File: config.mk
export PLATFORM = sky130hd
export DESIGN_NAME = nor_dcdl_cal_ctrl_flat
export DESIGN_NICKNAME = d
export VERILOG_FILES = /design/src/rtl/nor_dcdl_cal_ctrl_if.sv /design/src/rtl/nor_dcdl_cal_ctrl.sv /design/src/flat_wrapper.sv
export SDC_FILE = /design/constraint.sdc
export NUM_CORES = 1
export LEC_CHECK = 0
export CAP_MARGIN = 10
export CORE_MARGIN = 2
export CORE_UTILIZATION = 53
export DETAILED_ROUTE_END_ITERATION = 8
export GPL_TIMING_DRIVEN = 0
export PLACE_DENSITY = 0.79
export SYNTH_ARGS = -nofsm -noshare
export SYNTH_HDL_FRONTEND = slang
export SYNTH_SLANG_ARGS = --single-unit
export TNS_END_PERCENT = 5
File: constraint.sdc
create_clock -name clk -period 2.2 [get_ports clk]
set_input_delay 0.22 -clock clk [delete_from_list [all_inputs] [get_ports clk]]
set_output_delay 0.22 -clock clk [all_outputs]
set_load 0.01 [all_outputs]
File: src/rtl/nor_dcdl_cal_ctrl_if.sv
// nor_dcdl_cal_ctrl_if
//   Control/status bundle between the core digital control (master) and the
//   NOR delay-line calibration sequencer (slave).
//   master drives: cal_start, pd_valid, pd_early, code_ovr_en, code_ovr
//   slave drives : dly_code, lock_code, busy, done, cal_fail
interface nor_dcdl_cal_ctrl_if #(
  parameter int N_CODE = 6
);
  logic              cal_start;
  logic              pd_valid;
  logic              pd_early;
  logic              code_ovr_en;
  logic [N_CODE-1:0] code_ovr;
  logic [N_CODE-1:0] dly_code;
  logic [N_CODE-1:0] lock_code;
  logic              busy;
  logic              done;
  logic              cal_fail;

  modport master (
    output cal_start, pd_valid, pd_early, code_ovr_en, code_ovr,
    input  dly_code, lock_code, busy, done, cal_fail
  );

  modport slave (
    input  cal_start, pd_valid, pd_early, code_ovr_en, code_ovr,
    output dly_code, lock_code, busy, done, cal_fail
  );
endinterface

File: src/rtl/nor_dcdl_cal_ctrl.sv
// nor_dcdl_cal_ctrl
//   Calibration sequencer for a NOR-cell digitally controlled delay line.
//   Sweeps the delay code upward from 0, settles N_SETTLE cycles after every
//   code change, averages N_AVG phase-detector samples, and locks on the first
//   code whose majority flips from early to late. A manual code override is
//   honoured whenever no sweep is running.
// Ports:
//   clk   - clock
//   rstb  - asynchronous active-low reset
//   cal   - slave side of nor_dcdl_cal_ctrl_if
//           in : cal_start, pd_valid, pd_early, code_ovr_en, code_ovr
//           out: dly_code, lock_code, busy, done, cal_fail (all registered)
module nor_dcdl_cal_ctrl #(
  parameter int N_CODE   = 6,
  parameter int N_SETTLE = 8,
  parameter int N_AVG    = 16
) (
  input  logic                 clk,
  input  logic                 rstb,
  nor_dcdl_cal_ctrl_if.slave   cal
);

  localparam int SW = (N_SETTLE > 1) ? $clog2(N_SETTLE) : 1;
  localparam int AW = $clog2(N_AVG + 1);

  localparam logic [SW-1:0]   SETTLE_LOAD = SW'(N_SETTLE - 1);
  localparam logic [AW-1:0]   AVG_LAST    = AW'(N_AVG - 1);
  localparam logic [AW+1:0]   AVG_CMP     = (AW+2)'(N_AVG);

  typedef enum logic [2:0] {
    S_IDLE,
    S_SETTLE,
    S_MEASURE,
    S_DECIDE,
    S_DONE,
    S_FAIL
  } state_t;

  state_t            state_q;
  logic [N_CODE-1:0] dly_q;
  logic [N_CODE-1:0] lock_q;
  logic              busy_q;
  logic              done_q;
  logic              fail_q;
  logic [SW-1:0]     settle_q;
  logic [AW-1:0]     smp_q;
  logic [AW-1:0]     early_q;

  // Majority early: early_cnt*2 > N_AVG; a tie is treated as late.
  logic early_maj;
  assign early_maj = {1'b0, early_q, 1'b0} > AVG_CMP;

  always_ff @(posedge clk or negedge rstb) begin
    if (!rstb) begin
      state_q  <= S_IDLE;
      dly_q    <= '0;
      lock_q   <= '0;
      busy_q   <= 1'b0;
      done_q   <= 1'b0;
      fail_q   <= 1'b0;
      settle_q <= '0;
      smp_q    <= '0;
      early_q  <= '0;
    end else begin
      case (state_q)
        S_IDLE, S_DONE, S_FAIL: begin
          if (cal.cal_start) begin
            dly_q    <= '0;
            busy_q   <= 1'b1;
            done_q   <= 1'b0;
            fail_q   <= 1'b0;
            settle_q <= SETTLE_LOAD;
            state_q  <= S_SETTLE;
          end else if (cal.code_ovr_en) begin
            dly_q <= cal.code_ovr;
          end
        end

        S_SETTLE: begin
          if (settle_q == '0) begin
            smp_q   <= '0;
            early_q <= '0;
            state_q <= S_MEASURE;
          end else begin
            settle_q <= settle_q - 1'b1;
          end
        end

        S_MEASURE: begin
          if (cal.pd_valid) begin
            smp_q   <= smp_q + 1'b1;
            early_q <= early_q + AW'(cal.pd_early);
            if (smp_q == AVG_LAST) state_q <= S_DECIDE;
          end
        end

        S_DECIDE: begin
          // Any code above 0 is only reached after an early decision, so a
          // late result there is always an early->late transition.
          if (!early_maj) begin
            if (dly_q == '0) begin
              fail_q  <= 1'b1;
              busy_q  <= 1'b0;
              dly_q   <= '0;
              state_q <= S_FAIL;
            end else begin
              lock_q  <= dly_q;
              done_q  <= 1'b1;
              busy_q  <= 1'b0;
              state_q <= S_DONE;
            end
          end else if (dly_q == '1) begin
            fail_q  <= 1'b1;
            busy_q  <= 1'b0;
            dly_q   <= '0;
            state_q <= S_FAIL;
          end else begin
            dly_q    <= dly_q + 1'b1;
            settle_q <= SETTLE_LOAD;
            state_q  <= S_SETTLE;
          end
        end

        default: state_q <= S_IDLE;
      endcase
    end
  end

  assign cal.dly_code  = dly_q;
  assign cal.lock_code = lock_q;
  assign cal.busy      = busy_q;
  assign cal.done      = done_q;
  assign cal.cal_fail  = fail_q;

endmodule

File: src/flat_wrapper.sv
// flat-port wrapper written by rule: the top's interface ports become plain ports
module nor_dcdl_cal_ctrl_flat 
#(
  parameter int N_CODE   = 6,
  parameter int N_SETTLE = 8,
  parameter int N_AVG    = 16
)
  (clk, rstb, cal_cal_start, cal_pd_valid, cal_pd_early, cal_code_ovr_en, cal_code_ovr, cal_dly_code, cal_lock_code, cal_busy, cal_done, cal_cal_fail);
  nor_dcdl_cal_ctrl_if #(.N_CODE(N_CODE)) cal_i ();
  input  logic clk;
  input  logic rstb;
  input wire logic [$bits(cal_i.cal_start)-1:0] cal_cal_start;
  input wire logic [$bits(cal_i.pd_valid)-1:0] cal_pd_valid;
  input wire logic [$bits(cal_i.pd_early)-1:0] cal_pd_early;
  input wire logic [$bits(cal_i.code_ovr_en)-1:0] cal_code_ovr_en;
  input wire logic [$bits(cal_i.code_ovr)-1:0] cal_code_ovr;
  output wire logic [$bits(cal_i.dly_code)-1:0] cal_dly_code;
  output wire logic [$bits(cal_i.lock_code)-1:0] cal_lock_code;
  output wire logic [$bits(cal_i.busy)-1:0] cal_busy;
  output wire logic [$bits(cal_i.done)-1:0] cal_done;
  output wire logic [$bits(cal_i.cal_fail)-1:0] cal_cal_fail;
  assign cal_i.cal_start = cal_cal_start;
  assign cal_i.pd_valid = cal_pd_valid;
  assign cal_i.pd_early = cal_pd_early;
  assign cal_i.code_ovr_en = cal_code_ovr_en;
  assign cal_i.code_ovr = cal_code_ovr;
  assign cal_dly_code = cal_i.dly_code;
  assign cal_lock_code = cal_i.lock_code;
  assign cal_busy = cal_i.busy;
  assign cal_done = cal_i.done;
  assign cal_cal_fail = cal_i.cal_fail;
  nor_dcdl_cal_ctrl #(.N_CODE(N_CODE), .N_SETTLE(N_SETTLE), .N_AVG(N_AVG)) u_core (.clk(clk), .rstb(rstb), .cal(cal_i));
endmodule
# Word-level counts from Yosys, hierarchy flattened
# Index checks and enable logic that the tools add are counted.
# word_totals
regBits,31
wordCells,86
# classes
n_addsub,4
magnitude_cmp,1
n_eq_ne,19
mux,36
bitwise,2
reduce_logical,15
# ops
operator,n
3-bit two-way mux,10
6-bit two-way mux,5
5-bit case mux with 2 select lines,2
5-bit two-way mux,3
"2-bit != test, second input constant",6
3-bit case mux with 4 select lines,1
6-bit case mux with 2 select lines,1
3-bit AND reduction,4
4-bit AND reduction,3
1-bit two-way mux,10
3-bit case mux with 3 select lines,1
"6-bit by 1-bit adder with 6-bit output, second input constant",1
"3-bit by 2-bit equality test with 1-bit output, second input constant",2
"3-bit equality test, second input constant",2
"6-bit equality test, second input constant",1
"6-bit by 5-bit > comparator with 1-bit output, second input constant",1
3-bit logical NOT,2
6-bit logical NOT,1
"2-bit by 1-bit != test with 1-bit output, second input constant",3
"3-bit != test, second input constant",2
1-bit case mux with 2 select lines,3
5-bit by 1-bit adder with 5-bit output,1
"5-bit by 1-bit adder with 5-bit output, second input constant",1
"5-bit by 4-bit equality test with 1-bit output, second input constant",1
8 further kinds,10

# Depth between registers and ports, before layout
# Gate-level depths: netlist (run 1).
# depth
ltp_word,4
ltp_mapped,6
mapped_depth_nobuf,6

# Worst setup path before layout (run 1)
# No wires, ideal clock.
# synth_path
path_type,reg2reg
from,register u_core.dly_q[0] (netlist: u_core.cal.dly_code[0])
to,register u_core.lock_q[2] (netlist: u_core.cal.lock_code[2])
setup_ns,0.128
arrival_ns,1.624
path_slack_ns,0.448
path_stages_with_launch,7
path_buffers,0
period_less_slack_ns,1.752
path_cell_list,dfrtp_1 > inv_1 > ha_1 > nor2b_1 > a211o_1 > nor2_4 > mux2_1
# synth_between
elab_chain_len,3
# synth_rtl
element,line,source
from (decl),nor_dcdl_cal_ctrl.sv:40,logic [N_CODE-1:0] dly_q;
from (signal assigned),nor_dcdl_cal_ctrl.sv:75,dly_q <= cal.code_ovr;
from (signal assigned),nor_dcdl_cal_ctrl.sv:118,dly_q <= dly_q + 1'b1;
6-bit logical NOT,nor_dcdl_cal_ctrl.sv:101,if (dly_q == '0) begin
1-bit inverter (no line),n/a,
3-bit AND reduction (no line),n/a,
to (signal assigned),nor_dcdl_cal_ctrl.sv:107,lock_q <= dly_q;
to (decl),nor_dcdl_cal_ctrl.sv:41,logic [N_CODE-1:0] lock_q;
# Every way passes these cells.
# A chain may end at the register's enable or synchronous reset.

# Final worst setup path (run 1)
# layout_path
from,register u_core.dly_q[0] (netlist: u_core.cal.dly_code[0])
to,register u_core.state_q[0]
# layout_between
elab_chain_len,4
# layout_rtl
element,line,source
6-bit logical NOT,nor_dcdl_cal_ctrl.sv:101,
1-bit two-way mux,nor_dcdl_cal_ctrl.sv:101,
3-bit two-way mux,nor_dcdl_cal_ctrl.sv:100,if (!early_maj) begin
3-bit case mux with 4 select lines,nor_dcdl_cal_ctrl.sv:65,case (state_q)
to (signal assigned),nor_dcdl_cal_ctrl.sv:73,state_q <= S_SETTLE;
to (signal assigned),nor_dcdl_cal_ctrl.sv:105,state_q <= S_FAIL;
to (signal assigned),nor_dcdl_cal_ctrl.sv:110,state_q <= S_DONE;
to (decl),nor_dcdl_cal_ctrl.sv:39,state_t state_q;
# Every way passes these cells.

==> results.cfg, run 1 <==
[critical_path]
worst-r2r-cell-count = 6
worstPathArrival_ns = 2.17
critical_path.slowest_cell = a211oi_1
worstPathMaxFanout = 5
cp-start-kind = register
critPathKind = register to register
crit_path_max_incr_delay_ns = 0.58
reg2reg_slack_ns = 0.21
required_ns = 2.38
cp-end-kind = register
r2r_start = u_core.cal.dly_code[0]
timing.rr.end = u_core.state_q[0]
crit_start = u_core.cal.dly_code[0]
path_cells = inv_1, ha_1, nor2b_1, a211oi_1, a22o_1, a222oi_1

[cells_and_area]
drive_gt1_frac = 0.09184
fin_util = 0.6863
postLayoutCellArea_sq_um = 2130
final_cell_mix = dfrtp_1 (31), clkdlybuf4s50_1 (25), nand2_1 (10)
diodes = 0
layout_commonest_cell = dfrtp_1
fin_nets = 215
synthToLayoutAreaGrowth_pct = 22.18

[yosys]
synth_top_family_by_area = compound AO/OA/AOI/OAI gates
ys_types = 47
synth-compound-area-share = 0.2161
synthCells = 162
yosysSeqAreaShare = 0.4451
synth-edff-count = 0
synthFlopType = dfrtp_1
synth-xor-area-share = 0.02010
syn_avg_cell_area_sq_um = 10.76
ys.warnings.count = 0
synthMuxAreaShare = 0.05599
synth-adder-area-share = 0.05743
synth-seq-cells = 31
async_reset_ff_frac = 1.000
synthSimpleGateAreaFrac = 0.1730
syn_nets = 182
synth_area_sq_um = 1743

[place]
port_buffers = 25
pre_cts_ws_ns = 0.3094
post_dp_cell_area_sq_um = 2076
gp_congestion = 0.8276
post-dp-hpwl_microns = 2829

[sta]
setup_slack_ns = 0.2124
worst_slew_pin_slew_ns = 0.8071
finalClockSkew_ns = 0.01410
tns_ns = 0
whs_ns = 0.3014
drv_slew = 0
clock.fmax_ghz = 0.5031
rsz0062_at_grt = no
setup_viol = 0
maxSlewHeadroom = 0.4602
fin_crit_ns = 1.988
hold_viol_final = 0
fin_crit_sh = 0.9034

[route]
ant_nets = 0
first_pass_iters = 4
drc = 0
vias = 1417
viasPerCell = 5.904
wire_per_inst_microns = 15.48
drt-total-wl_microns = 3715
drt-initial-drc-count = 86

[die]
io_pins = 27
core_area_sq_um = 3103
dieArea_sq_um = 3763
start_util = 0.5617
core.rowCount = 20
die_h_microns = 61.35
die_w_microns = 61.35

[grt]
grt_usage = 0.2269
grt-ovfl-total = 0
grt_max_degree = 17
grt_antenna_before_repair = 0
grt_pass1_wl_microns = 6127
grt_pass1_vias = 1291

[pwr]
p_leak_nw = 0.9004
p_sw_w = 0.0009817
p_int_w = 0.001437
power_density_nw_per_um2 = 1136
p_comb_frac = 0.464
switching_share = 0.4058
power_frac_seq = 0.403
clockPowerShare = 0.133
vdd_drop_max_v = 0.0007045

[clock_tree]
cts_buffers = 5
cts_resized = 0
clockBufferDepth = 2
cts_root_buf = clkbuf_4
clkSinkCount = 31
insertion_delay_ns = 0.34
post_cts_buffers = 0
htreeDepth = 2
cts_hold_buf = 0
cts_tree = yes
path_clk_slew_ns = 0.10

[worst_hold_path]
hold_class = input port to register
min_path_cells = 2
hold_end = u_core.state_q[2]
hold_start = cal_cal_start

[status]
status = finished clean

[run]
cap_violations = 0
-- routing by layer --
metal / GRT usage / share of wire / vias up
li1: - / - / 677
met1: 0.3120 / 0.48 / 699
met2: 0.3465 / 0.46 / 35
met3: 0.05882 / 0.041 / 6
met4: 0.08511 / 0.018 / 0
met5: 0 / 0 / -
-- metrics by stage --
step           power (W)  std cells
6_report        0.002419        240
5_1_grt         0.002605        240
4_1_cts         0.002438        240
3_5_place_dp    0.002106        232
3_3_place_gp    0.002051        231
2_1_floorplan   0.001654        162
-- worst max path at each step --
stage	endpoint	slack, ns	depth (start not counted)
5_1_grt	u_core.state_q[0]	0.14	6
3_3_place_gp	u_core.cal.lock_code[4]	0.37	6
3_5_place_dp	u_core.cal.lock_code[5]	0.31	6
6_report	u_core.state_q[0]	0.21	6
2_1_floorplan	u_core.cal.lock_code[2]	0.45	6
4_1_cts	u_core.cal.lock_code[5]	0.29	6
-- cells by family (layout without fill, tap and decap cells) --
| group | count (synthesis) | after routing |
|---|---|---|
| AOI/OAI and AO/OA | 45 | 45 |
| DFF | 31 | 31 |
| xor gates and xnor gates | 4 | 4 |
| muxes | 9 | 9 |
| and+or+nand+nor | 52 | 52 |
| buffers and inverters | 13 | 47 |
| adders and majority gates | 8 | 8 |
-- area by class of cell --
| type | instances | area (sq um) |
|---|---|---|
| fill | 255 | 973.4 |
| multi-input combinational | 118 | 910.9 |
| sequential | 31 | 775.7 |
| timing repair buffer | 26 | 277.8 |
| tap | 44 | 55.05 |
| clock buffer | 6 | 41.29 |
| inverter | 9 | 33.78 |
| buffer | 4 | 22.52 |
| clock inverter | 2 | 12.51 |
-- synthesized netlist by cell type (all sizes together), types with 2 or more instances --
cell type	number	area, sq um
nor2	10	45.04
o22ai	2	12.51
nand4	2	12.51
dfrtp	31	775.7
ha	8	100.1
o211ai	4	30.03
nand3	7	35.03
a21oi	9	48.80
mux2	6	67.56
or3	3	18.77
mux2i	3	30.03
o21a	2	15.01
and3	3	18.77
xnor2	4	35.03
a211oi	3	22.52
a32oi	3	26.28
a2111oi	2	55.05
nor3	5	25.02
a22o	4	35.03
clkbuf	3	11.26
a21o	2	15.01
nand2b	4	25.02
o21ai	3	18.77
nor2b	3	21.27
inv	9	33.78
nand2	10	37.54
-- power groups by stage --
stage	combinational (W)	clock [W]	sequential [W]
3_5_place_dp	0.00112	0	0.000983
4_1_cts	0.00113	0.000340	0.000970
6_report	0.00112	0.000322	0.000975
3_3_place_gp	0.00108	0	0.000969
2_1_floorplan	0.000675	0	0.000979
5_1_grt	0.00124	0.000360	0.00101
-- critical path: cells and delay by family, from the launching register on --
family / cells / cell delay (ns)
DFF: 1 / 0.47
AOI/OAI and AO/OA: 3 / 0.91
adders and majority gates: 1 / 0.20
buffers and inverters: 1 / 0.11
and+or+nand+nor: 1 / 0.14
-- flip-flops by register name (all words and copies together) (netlist names) --
register and cells:
u_core.cal.busy 1, u_core.cal.cal_fail 1, u_core.cal.dly_code 6, u_core.cal.done 1, u_core.cal.lock_code 6, u_core.early_q 5, u_core.settle_q 3, u_core.smp_q 5
u_core.state_q 3
Power figures use the tool's default switching activity.
==> inputs of run 2 (changes only) <==
--- a/config.mk
+++ b/config.mk
@@ -6,6 +6,7 @@
 export NUM_CORES = 1
 export LEC_CHECK = 0
 export CAP_MARGIN = 10
+export CORE_ASPECT_RATIO = 0.5
 export CORE_MARGIN = 2
 export CORE_UTILIZATION = 53
 export DETAILED_ROUTE_END_ITERATION = 8
==> results.cfg, run 2 (same netlist as run 1, synthesis figures left out) <==
[status]
status = finished clean

[critical_path]
cp-start-kind = register
worstPathArrival_ns = 2.01
required_ns = 2.36
worstPathMaxFanout = 7
critPathKind = register to register
cp-end-kind = register

[die]
dieArea_sq_um = 3791
die_w_microns = 85.10
core.rowCount = 14
io_pins = 27
die_h_microns = 44.55
start_util = 0.5686
core_area_sq_um = 3065

[cells_and_area]
final_cell_mix = dfrtp_1 (31), clkdlybuf4s50_1 (25), nand2_1 (10)
fillCellCount = 257
synthToLayoutAreaGrowth_pct = 23.47
fin_util = 0.7020
drive_gt1_frac = 0.08673
seq_area_sq_um = 775.7
fin_nets = 215
multiInputGateArea_sq_um = 910.9
fin_cells = 236
layout_commonest_cell = dfrtp_1
diodes = 0

[route]
vias = 1409
drt-total-wl_microns = 3842
ant_nets = 0
wire_per_inst_microns = 16.28
first_pass_iters = 4
drt-initial-drc-count = 80
viasPerCell = 5.970
drc = 0

[place]
port_buffers = 25
place_inst = 228
post-dp-hpwl_microns = 2790
gp_congestion = 0.8348

[clock_tree]
cts_resized = 0
cts_hold_buf = 0
cts_root_buf = clkbuf_8
clkSinkCount = 31
cts_tree = yes
path_clk_slew_ns = 0.07
clockBufferDepth = 2
htreeDepth = 2
post_cts_buffers = 0
cts_buffers = 5
insertion_delay_ns = 0.29

[run]
cap_violations = 0

[pwr]
power_density_nw_per_um2 = 1178
p_leak_nw = 0.9144
vdd_drop_max_v = 0.0007421

[grt]
grt_antenna_before_repair = 0
grt-ovfl-total = 0
grt_pass1_vias = 1359
grt_usage = 0.2282
grt_pass1_wl_microns = 6396
grt_max_degree = 17

[sta]
drv_slew = 0
worst_slew_pin_slew_ns = 0.8521
rsz0062_at_grt = no
tns_ns = 0
fin_crit_sh = 0.8384
setup_viol = 0
fin_crit_ns = 1.844
maxSlewHeadroom = 0.4302
clock.fmax_ghz = 0.5422
finalClockSkew_ns = 0.008403
hold_viol_final = 0

[worst_hold_path]
hold_class = input port to register
[run 2: cell count changes in the layout (fill, tap and decap cells not counted), sizes merged]
cell / delta
clkbuf: +1
clkinvlp: -1
[run 2: final cells by class]
type,instances,area share
well taps,40,0.02326
flip-flops and latches,31,0.3605
plain buffers,4,0.01047
repair buffers,26,0.1291
inverters,9,0.01570
clock inverters,1,0.002326
clock buffers,7,0.03547
multi-input cells,118,0.4233
[run 2: worst max-delay path: stages (launching register included)]
cell,delay [ns]
dfrtp_1,0.41
inv_1,0.10
ha_1,0.19
nor2b_1,0.13
a211o_1,0.31
nor2_4,0.21
mux2_1,0.36
[run 2: through the flow]
step	hold slack, ns	cell area, sq um	power (W)	setup WS [ns]
2_1_floorplan	-0.07559	1743	0.001654	0.4484
3_3_place_gp	0.4618	2043	0.002048	0.3417
3_5_place_dp	0.4654	2071	0.002099	0.3487
4_1_cts	0.3034	2152	0.002549	0.3354
5_1_grt	0.4009	2152	0.002722	0.2325
6_report	0.3201	2152	0.002536	0.3556
[run 2: final timing paths]
check,cells past startpoint,startpoint,slack (ns),to
worst max-delay path,6,u_core.cal.dly_code[0],0.36,u_core.cal.lock_code[5]
worst min-delay path,2,cal_cal_start,0.32,u_core.state_q[2]
worst max register to register,6,u_core.cal.dly_code[0],0.36,u_core.cal.lock_code[5]
worst min register to register,1,u_core.cal.done,0.47,u_core.cal.done
max in group asynchronous,2,rstb,1.22,u_core.cal.lock_code[4]
min in group asynchronous,1,rstb,0.42,u_core.state_q[0]
[run 2: per-layer routing]
| metal | vias up | global-route usage | wire (microns) |
|---|---|---|---|
| met1 | 693 | 0.3100 | 1895 |
| met4 | 0 | 0.07937 | 50 |
| met2 | 31 | 0.3406 | 1717 |
| met3 | 6 | 0.08582 | 179 |
| met5 | - | 0 | 0 |
| li1 | 679 | - | - |
[run 2: power breakdown]
| part | leakage [nW] | switching, W | internal (W) |
|---|---|---|---|
| combinational | 0.468 | 0.000568 | 0.000562 |
| sequential | 0.404 | 0.000210 | 0.000755 |
| clock | 0.0422 | 0.000220 | 0.000222 |
==> inputs of run 3 (changes only) <==
==> constraint.sdc (replaced) <==
create_clock -name clk -period 1.85 [get_ports clk]
set_input_delay 0.185 -clock clk [delete_from_list [all_inputs] [get_ports clk]]
set_output_delay 0.185 -clock clk [all_outputs]
set_load 0.01 [all_outputs]
==> results.cfg, run 3 (same netlist as run 1, synthesis figures left out) <==
[route]
wire_per_inst_microns = 16.43
drt-total-wl_microns = 3927
first_pass_iters = 5
drt-initial-drc-count = 59
drc = 0
ant_nets = 0
viasPerCell = 6.025
vias = 1440

[pwr]
power_density_nw_per_um2 = 1405
vdd_drop_max_v = 0.0009246
p_leak_nw = 0.9320
fin_total_pwr_w = 0.003065

[run]
cap_violations = 0

[grt]
grt-ovfl-total = 0
grt_usage = 0.2344
grt_pass1_wl_microns = 6568
grt_max_degree = 17
grt_antenna_before_repair = 0
grt_pass1_vias = 1375

[die]
die_w_microns = 85.10
core.rowCount = 14
die_h_microns = 44.55
start_util = 0.5686
core_area_sq_um = 3065
dieArea_sq_um = 3791
io_pins = 27

[clock_tree]
cts_root_buf = clkbuf_8
cts_buffers = 5
cts_tree = yes
insertion_delay_ns = 0.29
clockBufferDepth = 2
path_clk_slew_ns = 0.07
clkSinkCount = 31
htreeDepth = 2

[cells_and_area]
seq_area_sq_um = 775.7
diodes = 0
fin_nets = 218
synthToLayoutAreaGrowth_pct = 25.13
layout_commonest_cell = dfrtp_1
multiInputGateArea_sq_um = 917.1
drive_gt1_frac = 0.1055
final_cell_mix = dfrtp_1 (31), clkdlybuf4s50_1 (25), nand2_1 (10)
fillCellCount = 249

[sta]
clock.fmax_ghz = 0.5650
whs_ns = 0.3042
setup_slack_ns = 0.08008
fin_crit_sh = 0.9567
maxSlewHeadroom = 0.4287
rsz0062_at_grt = no
drv_slew = 0
hold_viol_final = 0
setup_viol = 0
fin_crit_ns = 1.770
worst_slew_pin_slew_ns = 0.8543
finalClockSkew_ns = 0.007572

[place]
pre_cts_ws_ns = -0.001267
gp_congestion = 0.8348
port_buffers = 25
post-dp-hpwl_microns = 2790

[status]
status = finished clean

[critical_path]
required_ns = 2.01
worstPathArrival_ns = 1.93
worstPathMaxFanout = 7
cp-start-kind = register
critPathKind = register to register
cp-end-kind = register

[worst_hold_path]
hold_class = input port to register
[run 3: final cells by class]
| type | instances | share of cell area |
|---|---|---|
| Clock buffer | 7 | 0.03500 |
| Timing Repair Buffer | 29 | 0.1377 |
| Clock inverter | 1 | 0.002295 |
| Multi-Input combinational cell | 118 | 0.4205 |
| Sequential cell | 31 | 0.3557 |
| Inverter | 9 | 0.01549 |
| Tap cell | 40 | 0.02295 |
| Buffer | 4 | 0.01033 |
[run 3: repair_timing]
action                     in CTS  in global routing
pin swaps                       1                  1
setup endpoints to repair       1                  8
gates resized for setup         0                  2
gates cloned                    0                  0
buffers inserted                3                  0
hold endpoints to repair        0                  0
hold buffers                    0                  0
[run 3: power breakdown]
group | internal [W] | total [W] | switching [W]
Combinational | 0.000700 | 0.00141 | 0.000706
Clock | 0.000264 | 0.000523 | 0.000259
Sequential | 0.000898 | 0.00113 | 0.000237
[run 3: stage by stage]
step,std cells,area (sq um),utilization,setup TNS [ns]
after global placement,227,2043,0.6665,0
after detailed placement,228,2071,0.6755,-0.001267
after CTS,239,2175,0.7094,0
after global routing,239,2181,0.7114,0
final,239,2181,0.7114,0
after floorplan,162,1743,-,0
[run 3: critical path, stage by stage (launching register included)]
cell and delay, ns:
dfrtp_1 0.41, o31a_1 0.36, a211o_1 0.30, nor2_4 0.21, mux2_1 0.36
[run 3: path summary, 6_finish.rpt]
path	start	depth (start not counted)	end	slack, ns
min in group asynchronous	rstb	1	u_core.state_q[1]	0.38
worst max register to register	u_core.early_q[1]	4	u_core.cal.lock_code[5]	0.08
worst min register to register	u_core.cal.done	1	u_core.cal.done	0.47
max in group asynchronous	rstb	2	u_core.cal.lock_code[1]	0.90
worst max-delay path	u_core.early_q[1]	4	u_core.cal.lock_code[5]	0.08
worst min-delay path	cal_cal_start	2	u_core.state_q[2]	0.30
[run 3: metal layers]
metal,part of all wire,global-route usage,vias up
met5,0,0,-
met4,0.010,0.07619,0
met3,0.043,0.08582,5
met2,0.46,0.3516,29
met1,0.49,0.3207,722
li1,-,-,684
